[src/rtl/gpzda_pkg.sv]
// Shared types and constants for the GPZDA/NMEA sentence receive path.
package gpzda_pkg;

  typedef enum logic [1:0] {
    StIdle,
    StRecv,
    StDiscard
  } state_e;

  typedef enum logic [1:0] {
    TermLength = 2'd0,
    TermDelimA = 2'd1,
    TermDelimB = 2'd2
  } term_e;

  localparam logic [7:0] ASCII_COMMA = 8'h2C;
  localparam logic [7:0] ASCII_STAR  = 8'h2A;

endpackage

[src/rtl/byte_shift_reg.sv]
// Clearable, load-enabled left-shift register of L bytes; newest byte lands in the low byte.
module byte_shift_reg #(
  parameter int unsigned B = 8,
  parameter int unsigned L = 10
) (
  input  logic         clk_i,
  input  logic         rst_i,
  input  logic         clr_i,
  input  logic         en_i,
  input  logic [B-1:0] data_i,
  output logic [L*B-1:0] q_o
);

  localparam int unsigned W = L * B;

  logic [W-1:0] q_q, q_d;

  always_comb begin
    q_d = q_q;
    if (clr_i) begin
      q_d = '0;
    end else if (en_i) begin
      q_d = (q_q << B) | W'(data_i);
    end
  end

  always_ff @(posedge clk_i) begin
    if (rst_i) begin
      q_q <= '0;
    end else begin
      q_q <= q_d;
    end
  end

  assign q_o = q_q;

endmodule

[src/rtl/field_receiver.sv]
// Collects a fixed-length or delimiter-terminated field of up to L bytes from a byte stream.
module field_receiver
  import gpzda_pkg::*;
#(
  parameter int unsigned   B       = 8,
  parameter int unsigned   L       = 10,
  parameter logic [B-1:0]  DELIM_A = ASCII_COMMA,
  parameter logic [B-1:0]  DELIM_B = ASCII_STAR,
  localparam int unsigned  CW      = $clog2(L + 1)
) (
  input  logic           clock,
  input  logic           reset,
  input  logic           start,
  input  logic [CW-1:0]  length,
  input  logic           load,
  input  logic [B-1:0]   data,
  output logic           busy,
  output logic           resolve,
  output logic           overflow,
  output logic           short,
  output logic [L*B-1:0] result,
  output logic [CW-1:0]  count,
  output logic [1:0]     term
);

  state_e        state_q, state_d;
  term_e         term_q, term_d;
  logic [CW-1:0] len_q, len_d;
  logic [CW-1:0] count_q, count_d;
  logic          busy_q, busy_d;
  logic          resolve_q, resolve_d;
  logic          overflow_q, overflow_d;
  logic          short_q, short_d;
  logic          shift_clr, shift_en, is_delim;

  always_comb begin
    state_d    = state_q;
    term_d     = term_q;
    len_d      = len_q;
    count_d    = count_q;
    resolve_d  = 1'b0;
    overflow_d = 1'b0;
    short_d    = 1'b0;
    shift_clr  = 1'b0;
    shift_en   = 1'b0;
    is_delim   = (data == DELIM_A) || (data == DELIM_B);

    if (start) begin
      state_d   = StRecv;
      len_d     = (length > CW'(L)) ? CW'(L) : length;
      count_d   = '0;
      term_d    = TermLength;
      shift_clr = 1'b1;
    end else if (load) begin
      unique case (state_q)
        StRecv: begin
          if (is_delim) begin
            state_d = StIdle;
            // len_q == 0 marks delimited mode; a delimiter in fixed mode is a short field.
            if (len_q == '0) begin
              resolve_d = 1'b1;
              term_d    = (data == DELIM_A) ? TermDelimA : TermDelimB;
            end else begin
              short_d = 1'b1;
            end
          end else if (count_q < CW'(L)) begin
            shift_en = 1'b1;
            count_d  = count_q + CW'(1);
            if ((len_q != '0) && (count_d == len_q)) begin
              resolve_d = 1'b1;
              term_d    = TermLength;
              state_d   = StIdle;
            end
          end else begin
            overflow_d = 1'b1;
            state_d    = StDiscard;
          end
        end
        StDiscard: begin
          if (is_delim) state_d = StIdle;
        end
        default: ;
      endcase
    end

    busy_d = (state_d != StIdle);
  end

  always_ff @(posedge clock) begin
    if (reset) begin
      state_q    <= StIdle;
      term_q     <= TermLength;
      len_q      <= '0;
      count_q    <= '0;
      busy_q     <= 1'b0;
      resolve_q  <= 1'b0;
      overflow_q <= 1'b0;
      short_q    <= 1'b0;
    end else begin
      state_q    <= state_d;
      term_q     <= term_d;
      len_q      <= len_d;
      count_q    <= count_d;
      busy_q     <= busy_d;
      resolve_q  <= resolve_d;
      overflow_q <= overflow_d;
      short_q    <= short_d;
    end
  end

  byte_shift_reg #(
    .B(B),
    .L(L)
  ) u_shift (
    .clk_i  (clock),
    .rst_i  (reset),
    .clr_i  (shift_clr),
    .en_i   (shift_en),
    .data_i (data),
    .q_o    (result)
  );

  assign busy     = busy_q;
  assign resolve  = resolve_q;
  assign overflow = overflow_q;
  assign short    = short_q;
  assign count    = count_q;
  assign term     = term_q;

endmodule
[config.mk]
export PLATFORM = sky130hd
export DESIGN_NAME = field_receiver
export DESIGN_NICKNAME = d
export VERILOG_FILES = /design/src/rtl/gpzda_pkg.sv /design/src/rtl/byte_shift_reg.sv /design/src/rtl/field_receiver.sv
export SDC_FILE = /design/constraint.sdc
export NUM_CORES = 1
export LEC_CHECK = 0
export CORE_MARGIN = 2
export CORE_UTILIZATION = 36
export CTS_CLUSTER_SIZE = 20
export DETAILED_ROUTE_END_ITERATION = 10
export GPL_ROUTABILITY_DRIVEN = 0
export PLACE_DENSITY_LB_ADDON = 0.1
export SYNTH_ARGS = -nofsm -noshare
export SYNTH_HDL_FRONTEND = slang
export SYNTH_SLANG_ARGS = --single-unit
[constraint.sdc]
create_clock -name clock -period 1.7 [get_ports clock]
set_input_delay 0.255 -clock clock [delete_from_list [all_inputs] [get_ports clock]]
set_output_delay 0.255 -clock clock [all_outputs]
set_load 0.01 [all_outputs]
Word-level counts from Yosys, hierarchy flattened. Cells that the tools add are included.

Bits in registers: 96. Input bits: 16. Output and inout bits: 90. Word-level logic and storage cells: 61.

$add $sub $neg: 1. Order comparisons: 2. Equality and inequality tests: 6. Mux-type cells: 25. Bitwise operators: 4. Reduce and logical (&&, ||, !) cells: 14.

Operator list (number): $or A80 B8 Y80 (1); $mux W2 (11); $eq A8 B6 Y1 const B (2); $mux W1 (12); $reduce_or A5 Y1 (2); $reduce_bool A2 Y1 (3); $reduce_and A5 Y1 (1); $add A4 B1 Y4 const B (1); $eq A4 B4 Y1 (1); $gt A4 B4 Y1 const B (1); $logic_not A4 Y1 (1); $lt A4 B4 Y1 const B (1); $mux W4 (1); $pmux W2 S2 (1); $reduce_and A4 Y1 (1); $reduce_bool A4 Y1 (1); $reduce_or A2 Y1 (2); $reduce_or A4 Y1 (1); $not A1 Y1 (3); $eq A2 B1 Y1 const B (1); $eq A2 B2 Y1 const B (1); $ne A2 B1 Y1 const B (1); $logic_and A1 B1 Y1 (1); $logic_or A1 B1 Y1 (1).

Longest topological paths before layout.
Word-level depth: 10. Depth in mapped cells: 8. Mapped depth without buffers: 7.

Modules after synthesis. Synthesis repeated with hierarchy kept, for this count alone.

Cell total of the unflattened synthesis: 359. Area total of the unflattened synthesis: 3801.1 um^2.

By module, submodules not included: byte_shift_reg (times used 1, cells an instance 259, area each 2907.8 um^2); field_receiver (times used 1, cells an instance 100, area each 893.4 um^2).

Worst setup path before layout. No wires, ideal clock.

Path kind: register to register. Start point: register count_q[0] (netlist: count[0]). End point: register busy_q (netlist: busy). Setup time: 0.129 ns. Arrival time: 1.519 ns. Required time: 1.571 ns. Path slack: 0.052 ns. Stages on the path, launching flop included: 7. Buffers on the path: 0. Period minus slack after synthesis: 1.648 ns. Cells stage by stage: dfxtp_1 ha_1 xor2_1 nor3_1 nand3_1 nor3_1 a22oi_1.

Longest elaborated chain between the ends: 10. Elaborated cells between the ends (all ways): 11. Classes of those cells: 1 x add/sub; 1 x order compare; 1 x eq/ne; 6 x mux; 2 x reduce/logical.

RTL lines: start, declared (RTL line field_receiver.sv:29) `logic [CW-1:0] count_q, count_d;`; start signal, assigned (RTL line field_receiver.sv:103) `count_q <= count_d;`; $add A4 B1 Y4 (RTL line field_receiver.sv:68) `count_d = count_q + CW'(1);`; $eq A4 B4 Y1 (RTL line field_receiver.sv:69) `if ((len_q != '0) && (count_d == len_q)) begin`; $logic_and A1 B1 Y1 (RTL line field_receiver.sv:69); $mux W2 (RTL line field_receiver.sv:69); $mux W2 (*) (RTL line field_receiver.sv:66) `end else if (count_q < CW'(L)) begin`; $mux W2 (*) (RTL line field_receiver.sv:57) `if (is_delim) begin`; $pmux W2 S2 (*) (RTL line field_receiver.sv:55) `unique case (state_q)`; $mux W2 (*) (RTL line field_receiver.sv:54) `end else if (load) begin`; $mux W2 (*) (RTL line field_receiver.sv:48) `if (start) begin`; $reduce_bool A2 Y1 (*) (RTL line field_receiver.sv:86) `busy_d = (state_d != StIdle);`; end signal, assigned (RTL line field_receiver.sv:104) `busy_q <= busy_d;`; end, declared (RTL line field_receiver.sv:30) `logic busy_q, busy_d;`.

Every way passes the cells marked *; elsewhere a longest branch is shown, timed or not. A chain may end at the register's enable or synchronous reset.

Worst setup path in the final report.
Start point: register state_q[0]. End point: register busy_q (netlist: busy).

Longest elaborated chain between the ends: 7. Elaborated cells between the ends (all ways): 10. Classes of those cells: 2 x eq/ne; 7 x mux; 1 x reduce/logical.

RTL lines: start, declared (RTL line field_receiver.sv:26) `state_e state_q, state_d;`; start signal, assigned (RTL line field_receiver.sv:91) `state_q <= StIdle;`; start signal, assigned (RTL line field_receiver.sv:100) `state_q <= state_d;`; $mux W2 (RTL line field_receiver.sv:69); $mux W2 (RTL line field_receiver.sv:66); $mux W2 (RTL line field_receiver.sv:57); $pmux W2 S2 (RTL line field_receiver.sv:55); $mux W2 (*) (RTL line field_receiver.sv:54); $mux W2 (*) (RTL line field_receiver.sv:48); $reduce_bool A2 Y1 (*) (RTL line field_receiver.sv:86).

Marks and branches as above.

==> impl_metrics.toml <==
[outcome]
status = "finished clean"

[route]
num_vias = 3391
drtPass1Iterations = 4
wl_mm = 9.78
avgRoutedWirePerCell_um = 13.7
ant_nets = 0
drtIter0Drc = 116
drc = 0
vias_per_cell = 4.75

[clock_network]
clkTransAtPathRegs_ns = 0.09
cts-root-buf = "clkbuf_8"
clk_latency_ns = 0.35
h-tree-depth = 3
cts_sinks = 96
clockBufferDepth = 2
cts_tree = "built"
postCtsHoldBufs = 0
cts_inserted_buffers = 9

[die]
fp-row-count = 36
die_w_um = 104
start_util_pct = 37.1
die_h_um = 104
num_io_pins = 106
die_area_um2 = 10900
fp.coreArea_um2 = 9770

[logic_synthesis]
yosysSeqAreaShare_pct = 53.0
ys_warn_count = 0
synth.area.top_cells = "dfxtp_1 (53%), nand2_1 (17%), a21oi_1 (12%)"
synth_edf_count = 0
async_reset_ff_share_pct = 0
synth_area_leader_cell = "dfxtp_1"
yosysTopAreaCellShare_pct = 53.0
syn_area_per_cell_um2 = 8.11
synth_flop_cell = "dfxtp_1"
synth_nets = 466
synth-seq-cells = 96
syn_area_um2 = 3630
synthCells = 447
synth_cell_types = 39

[power_and_ir_drop]
power.density_nw_per_um2 = 752
totalPowerFinal_w = 0.00423
pwr-share-seq_pct = 53.8
switching_share_pct = 24.0
p_int_w = 0.00322
switchingPower_w = 0.00102
p_comb_share_pct = 11.4
clockPowerShare_pct = 34.8
p_leak_nw = 1.86
vdd_drop_max_uv = 438

[timing]
setup_viol = 0
rsz0062_at_grt = "true"
max_freq_mhz = 593
tns_ns = 0
final.setup_skew_ns = 0.00817
hold_violations = 0
period_minus_slack_ns = 1.69
fin_hold_ws_ns = 0.416
slew_violations = 0
relSlewSlack_pct = 66.6
max_slew.worst_pin.slew_ns = 0.501
layout_setup_ws_ns = 0.0131
finalCritPeriodShare_pct = 99.2

[grt]
busiest_layer = "met2"
grt_use_met3_pct = 4.32
grt_pass1_wl_mm = 14.8
use_met2_pct = 27.6
grt_usage_pct = 16.5
grt-ovfl-total = 0
grt_pass1_vias = 3099
met1_usage_pct = 21.0
grt_max_degree = 44
antenna_found_initial = 0

[finish]
final_cell_mix = "nand2_1 (164), clkdlybuf4s50_1 (104), dfxtp_1 (91)"
diodes = 0
layout_commonest_cell = "nand2_1"
stdcell_count = 714
fillCellCount = 899
nNetsFinal = 596
multi_input_area_um2 = 1760
drive_gt1_share_pct = 18.8
seqCellArea_um2 = 1930
syn2layout_area_growth_pct = 55.1

[worst_hold_path]
min_from = "data[2]"
hp-class = "input pin to flip-flop"

[worst_setup_path]
cp.required_ns = 1.92
slowest_delay_ns = 0.34
timing.critical_path.to_type = "flip-flop"
reg2reg_from = "state_q[0]$_SDFF_PP0_"
cp_data_arrival_time_ns = 1.91
cp_slowest_cell = "dfxtp_2"
crit_family = "compound AO/OA/AOI/OAI gates"
critPathMaxFanout = 2
path_cells = "inv_2 > ha_4 > nand2b_4 > mux2_2 > o221a_2 > a21oi_2 > a22oi_2"
critPathBufInv = 1
startpoint_type = "flip-flop"
crit_start = "state_q[0]$_SDFF_PP0_"
criticalPathCategory = "flip-flop to flip-flop"

[place]
dp.cells = 690
io_buffers = 105
place_ws_ns = -0.353
dp_hpwl_mm = 6.56

[flow_run]
drv_cap = 0
## stage by stage
| step | cell area (µm²) | utilization, % |
|---|---|---|
| after floorplan | 3630 | - |
| after global placement | 5040 | 51.5 |
| after detailed placement | 5040 | 51.5 |
| after CTS | 5300 | 54.2 |
| after global routing | 5630 | 57.6 |
| final | 5630 | 57.6 |
## area by class of cell
cell class              count  share of cell area [%]
clock inverters             4                   0.956
flip-flops and latches     96                    34.3
well taps                 133                    2.96
multi-input cells         317                    31.2
clock buffers              11                    2.51
inverters                   4                   0.267
repair buffers            149                    27.8
## registers in the layout, summed over array words and instances, names as in the netlist
name / count
short: 1
len_q: 4
resolve: 1
state_q: 2
overflow: 1
term: 2
count: 4
u_shift.q_o: 80
busy: 1
## final timing paths
kind | end | slack, ns | cells past startpoint
setup / recovery | busy$_SDFF_PP0_ | 0.01 | 7
hold / removal | u_shift.q_o[2]$_SDFFE_PP0P_ | 0.42 | 4
setup reg to reg | busy$_SDFF_PP0_ | 0.01 | 7
hold reg to reg | u_shift.q_o[76]$_SDFFE_PP0P_ | 0.46 | 2
## layer usage
layer  share of wire (%)  vias up
li1                    -     1722
met5                   0        -
met1                  45     1571
met2                  49       90
met4                 1.0        0
met3                 5.5        8
## timing repair
item	in CTS	in global routing
resized for setup	16	42
gates cloned	0	5
pin swaps	4	13
setup endpoints to repair	81	86
buffers inserted	1	4
## power by group through the flow
stage | registers (W) | logic [W] | clock network, W
after CTS | 0.00228 | 0.000408 | 0.00151
after global placement | 0.00233 | 0.000382 | 0
after detailed placement | 0.00233 | 0.000385 | 0
final | 0.00228 | 0.000482 | 0.00147
after global routing | 0.00228 | 0.000516 | 0.00161
after floorplan | 0.00233 | 0.000199 | 0
## worst register-to-register path, cell delays in order, from the launching register on
cell	delay [ns]
dfxtp_2	0.34
inv_2	0.06
ha_4	0.26
nand2b_4	0.12
mux2_2	0.33
o221a_2	0.26
a21oi_2	0.12
a22oi_2	0.08
## cell families (layout without fill, tap and decap cells)
group / after synthesis / in the layout / synth area share [%]
simple gates: 203 / 203 / 23.0
mux: 2 / 2 / 0.586
compound gates: 100 / 100 / 14.8
flops: 96 / 96 / 53.0
fa+ha+maj: 3 / 3 / 1.03
xor+xnor: 9 / 9 / 2.38
buf+inv: 34 / 168 / 5.28
## synthesized netlist by cell type (2+ instances only)
cell type and n:
nand2_1 169, dfxtp_1 96, a21oi_1 86, buf_4 14, clkbuf_1 11, nor2_1 8
nand2b_1 5, nand3_1 5, xnor2_1 5, inv_1 4, buf_2 3, ha_1 3
nor3_1 3, o22ai_1 3, xor2_1 3, a311oi_1 2, and2_1 2, nor4_1 2
o21a_1 2, o21ai_0 2
Power figures use the tool's default switching activity.
==> RTL edit 1 (same flow settings) <==
Encoding of `state_e`: now one-hot (3 bits for 3 states).
--- a/src/rtl/gpzda_pkg.sv
+++ b/src/rtl/gpzda_pkg.sv
@@ -2,8 +2,8 @@
 package gpzda_pkg;
 
-  typedef enum logic [1:0] {
-    StIdle,
-    StRecv,
-    StDiscard
+  typedef enum logic [2:0] {
+    StIdle    = 3'b001,
+    StRecv    = 3'b010,
+    StDiscard = 3'b100
   } state_e;
 
Check against the original RTL: no difference found for any inputs over 4 cycles, from zero or initial values and one cycle with reset high; so few cycles prove little.
==> RTL edit 1 against the original RTL <==
Sequential share of layout area up 1.1 points. Non-clock buffer count shrank 3. Sequential cell count increased by 1. Setup slack gained 0.027 ns. Final area is 2.1% lower. Die area rose by 1.9%. Total power shrank 5.5%. Routed wire length increased by 4.3%. Area after synthesis grew 1.9%. First-iteration DRC count rose by 41%.
==> RTL edit 1: results (changes against the original RTL) <==
Outcome
  • Outcome: finished clean

Global route
  • Largest net degree at the start of global routing: 33 (-25%)
  • First-pass GRT wire length: 15.8 mm (+6.3%)
  • Met2 GRT Util: 27.3% (-0.26 points)
  • Vias in the first global route: 3240 (+4.5%)
  • Met1 GRT Util: 22.7% (+1.7 points)
  • GRT Total Usage: 17.3% (+0.80 points)

Logic synthesis
  • Synthesized instance count: 452 (+1.1%)
  • Top post-synthesis cells by count: nand2_1 (170), dfxtp_1 (97), a21oi_1 (86)

Min path
  • Hold path startpoint: data[6]
  • Hold depth: 3 (-1)
  • Worst Hold Path EP: u_shift.q_o[6]

Detailed routing
  • 1st-iter DRT viols: 164 (+41%)
  • WL/cell: 14.2 um (+3.4%)
  • Metal3 WL: 645 um (+19%)
  • Met2 WL post-DR: 4.85 mm (+1.6%)

Finish
  • Layout cells sized above 1: 14.7% (-4.1 points)
  • Comb_multi_in: 324 (+2.2%)
  • Non-clk buf share: 27.4% (-0.42 points)
  • CLK BUF: 10 (-1)

Placement
  • Placed Area: 5030 um2 (-0.15%)

STA
  • Relative slew slack: 75.7% (+9.1 points)
  • Clk_skew: 0.0148 ns (+0.00663 ns)

Clock tree
  • Post-cts resize count: 6 (-10)

Critical path
  • Worst reg-to-reg path cell count: 6 (-1)
  • Crit path DAT: 1.94 ns (+0.03 ns)
RTL edit 1: cell types whose count changed after synthesis, moves of 2 or more:
cell / delta
buf_4: -7
ha_1: -2
o21ai_0: +5
o22ai_1: -3
nor4_1: +2
nand4_1: +3
buf_6: +7
and2_1: -2
nand2b_1: -2
RTL edit 1: logic make-up (layout without fill, tap and decap cells):
group / count (synthesis) / in the layout / synth area share (%)
AND/OR/NAND/NOR: 209 / 210 / 24.2
flip-flops: 97 / 97 / 52.5
AO/OA/AOI/OAI: 102 / 102 / 14.7
multiplexers: 1 / 1 / 0.271
adder cells (fa/ha/maj): 1 / 1 / 0.338
buffers and inverters: 32 / 166 / 5.65
XOR/XNOR: 10 / 10 / 2.37
RTL edit 1: power by group:
group          total [mW]  switching, mW  internal (mW)  leakage (nW)
combinational       0.324          0.173          0.151         0.997
sequential           2.30         0.0130           2.28         0.785
clock                1.38          0.828          0.551        0.0839
==> RTL edit 2 (same settings) <==
Without the edit above. `B` is set to 8 in 2 places; all go to 16.
--- a/src/rtl/byte_shift_reg.sv
+++ b/src/rtl/byte_shift_reg.sv
@@ -1,5 +1,5 @@
 // Clearable, load-enabled left-shift register of L bytes; newest byte lands in the low byte.
 module byte_shift_reg #(
-  parameter int unsigned B = 8,
+  parameter int unsigned B = 16,
   parameter int unsigned L = 10
 ) (
--- a/src/rtl/field_receiver.sv
+++ b/src/rtl/field_receiver.sv
@@ -3,5 +3,5 @@
   import gpzda_pkg::*;
 #(
-  parameter int unsigned   B       = 8,
+  parameter int unsigned   B       = 16,
   parameter int unsigned   L       = 10,
   parameter logic [B-1:0]  DELIM_A = ASCII_COMMA,
Interface: changed (resized data and result); port bits go from 106 to 194. No check against the original RTL was run, so the function may have changed too.
==> RTL edit 2 against the original RTL <==
Clock power grew to 2.8 times the old value. Critical path type unchanged. Final area grew 73%. Total power grew 110%. Sequential power grew 82%. Clock skew is essentially flat. Setup slack gained 0.024 ns. Global-route usage grew 3.0 points. Area after synthesis grew 75%. Sequential cell count grew 80. Non-clock buffer count grew 103. Routed wire length grew 99%.
==> RTL edit 2: results (changes against the original RTL) <==
Finish
  • Layout Nets: 1035 (+74%)
  • Layout fillers: 1649 (+83%)
  • Multi-input logic area: 2580 um2 (+47%)
  • Layout cells sized above 1: 10.8% (-8.0 points)

Placement
  • # placed instances: 1201 (+74%)
  • Placed Area: 8770 um2 (+74%)
  • Setup Slack @ Placement: -0.662 ns (-0.309 ns)
  • Post-DP HPWL: 12.6 mm (+91%)

Critical path
  • Reg2Reg Setup Slack: 0.04 ns (+0.02 ns)
  • Worst path slowest cell: dfxtp_4
  • Slowest stage delay, CP: 0.36 ns (+0.02 ns)
  • FF-to-FF Start: count[1]
  • Crit path max-delay family: simple AND/OR/NAND/NOR gates
  • Crit path DAT: 2.03 ns (+0.12 ns)
  • CP max FO: 4 (+2)

Power
  • Leakage: 3.38 nW (+82%)
  • Worst vdd ir: 0.685 mV (+56%)

Logic synthesis
  • Avg Cell Area, Syn: 8.00 um2 (-1.4%)
  • Synth Area in Adders: 0.591% (-0.44 points)
  • Top post-synthesis cells by count: nand2_1 (329), dfxtp_1 (176), a21oi_1 (168)
  • Post-Synthesis Net Count: 820 (+76%)
  • Synth area leaders: dfxtp_1 (56%), nand2_1 (19%), a21oi_1 (13%), buf_2 (1.9%), buf_6 (1.8%)
  • Synth Area in XOR/XNOR: 1.36% (-1.0 points)
  • Mux share of post-synthesis cell area: 0.158% (-0.43 points)
  • Synth Area in Compound Gates: 14.5% (-0.27 points)
  • Sequential fraction of the synthesis area: 55.5% (+2.5 points)

Clock tree
  • Root buffer cell: clkbuf_16
  • H-tree levels: 4 (+1)
  • Clock insertion delay at the later pin of the skew report: 0.42 ns (+0.07 ns)
  • Total CTS buffers: 17 (+8)
  • Clk slew on worst S/H paths: 0.07 ns (-0.02 ns)

Min path
  • Hold path startpoint: data[4]
  • Hold depth: 3 (-1)

STA
  • Clk_skew: 0.00782 ns (-0.000356 ns)
  • Worst hold margin: 0.123 ns (-0.292 ns)
  • Setup WS post-layout: 0.0369 ns (+0.0238 ns)
  • Relative slew slack: 65.8% (-0.81 points)

Detailed routing
  • WL/cell: 15.6 um (+14%)
  • WL final: 19.4 mm (+99%)
  • Metal-1 WL: 8.77 mm (+100%)
  • Routed vias/inst: 4.79 (+0.83%)
  • 1st-iter DRT viols: 323 (+180%)

Global route
  • Grt met3 use: 7.33% (+3.0 points)
  • Vias in the first global route: 5401 (+74%)
  • Met2 GRT Util: 30.1% (+2.5 points)
  • First-pass GRT wire length: 28.4 mm (+91%)
  • Largest net degree at the start of global routing: 82 (+86%)
  • Met1 GRT Util: 25.4% (+4.5 points)

Outcome
  • Outcome: finished clean
-- RTL edit 2: power by group --
group	internal [mW]	switching, mW	total [mW]
Sequential	4.14	0.0152	4.15
Combinational	0.255	0.317	0.572
Clock	2.48	1.65	4.13
Total	6.88	1.98	8.86
-- RTL edit 2: cells by family after synthesis --
| kind of cell | count (synthesis) |
|---|---|
| multiplexers | 1 |
| XOR/XNOR | 9 |
| adder cells (fa/ha/maj) | 3 |
| AND/OR/NAND/NOR | 364 |
| AO/OA/AOI/OAI | 180 |
| flip-flops | 176 |
| buffers and inverters | 60 |
-- RTL edit 2: area by class of cell --
class                      instances  area share, %
sequential                       176           36.3
tap                              225           2.89
multi-input combinational        557           26.5
clock inverter                    11           1.57
inverter                           4          0.154
timing repair buffer             252           27.7
clock buffer                      21           4.94
-- RTL edit 2: repair_timing --
action / CTS / global route
resized for setup: 22 / 27
buffers inserted: 5 / 2
cloned: 1 / 6
pin swaps: 6 / 10
setup endpoints to repair: 174 / 173
hold endpoints to repair: 0 / 0
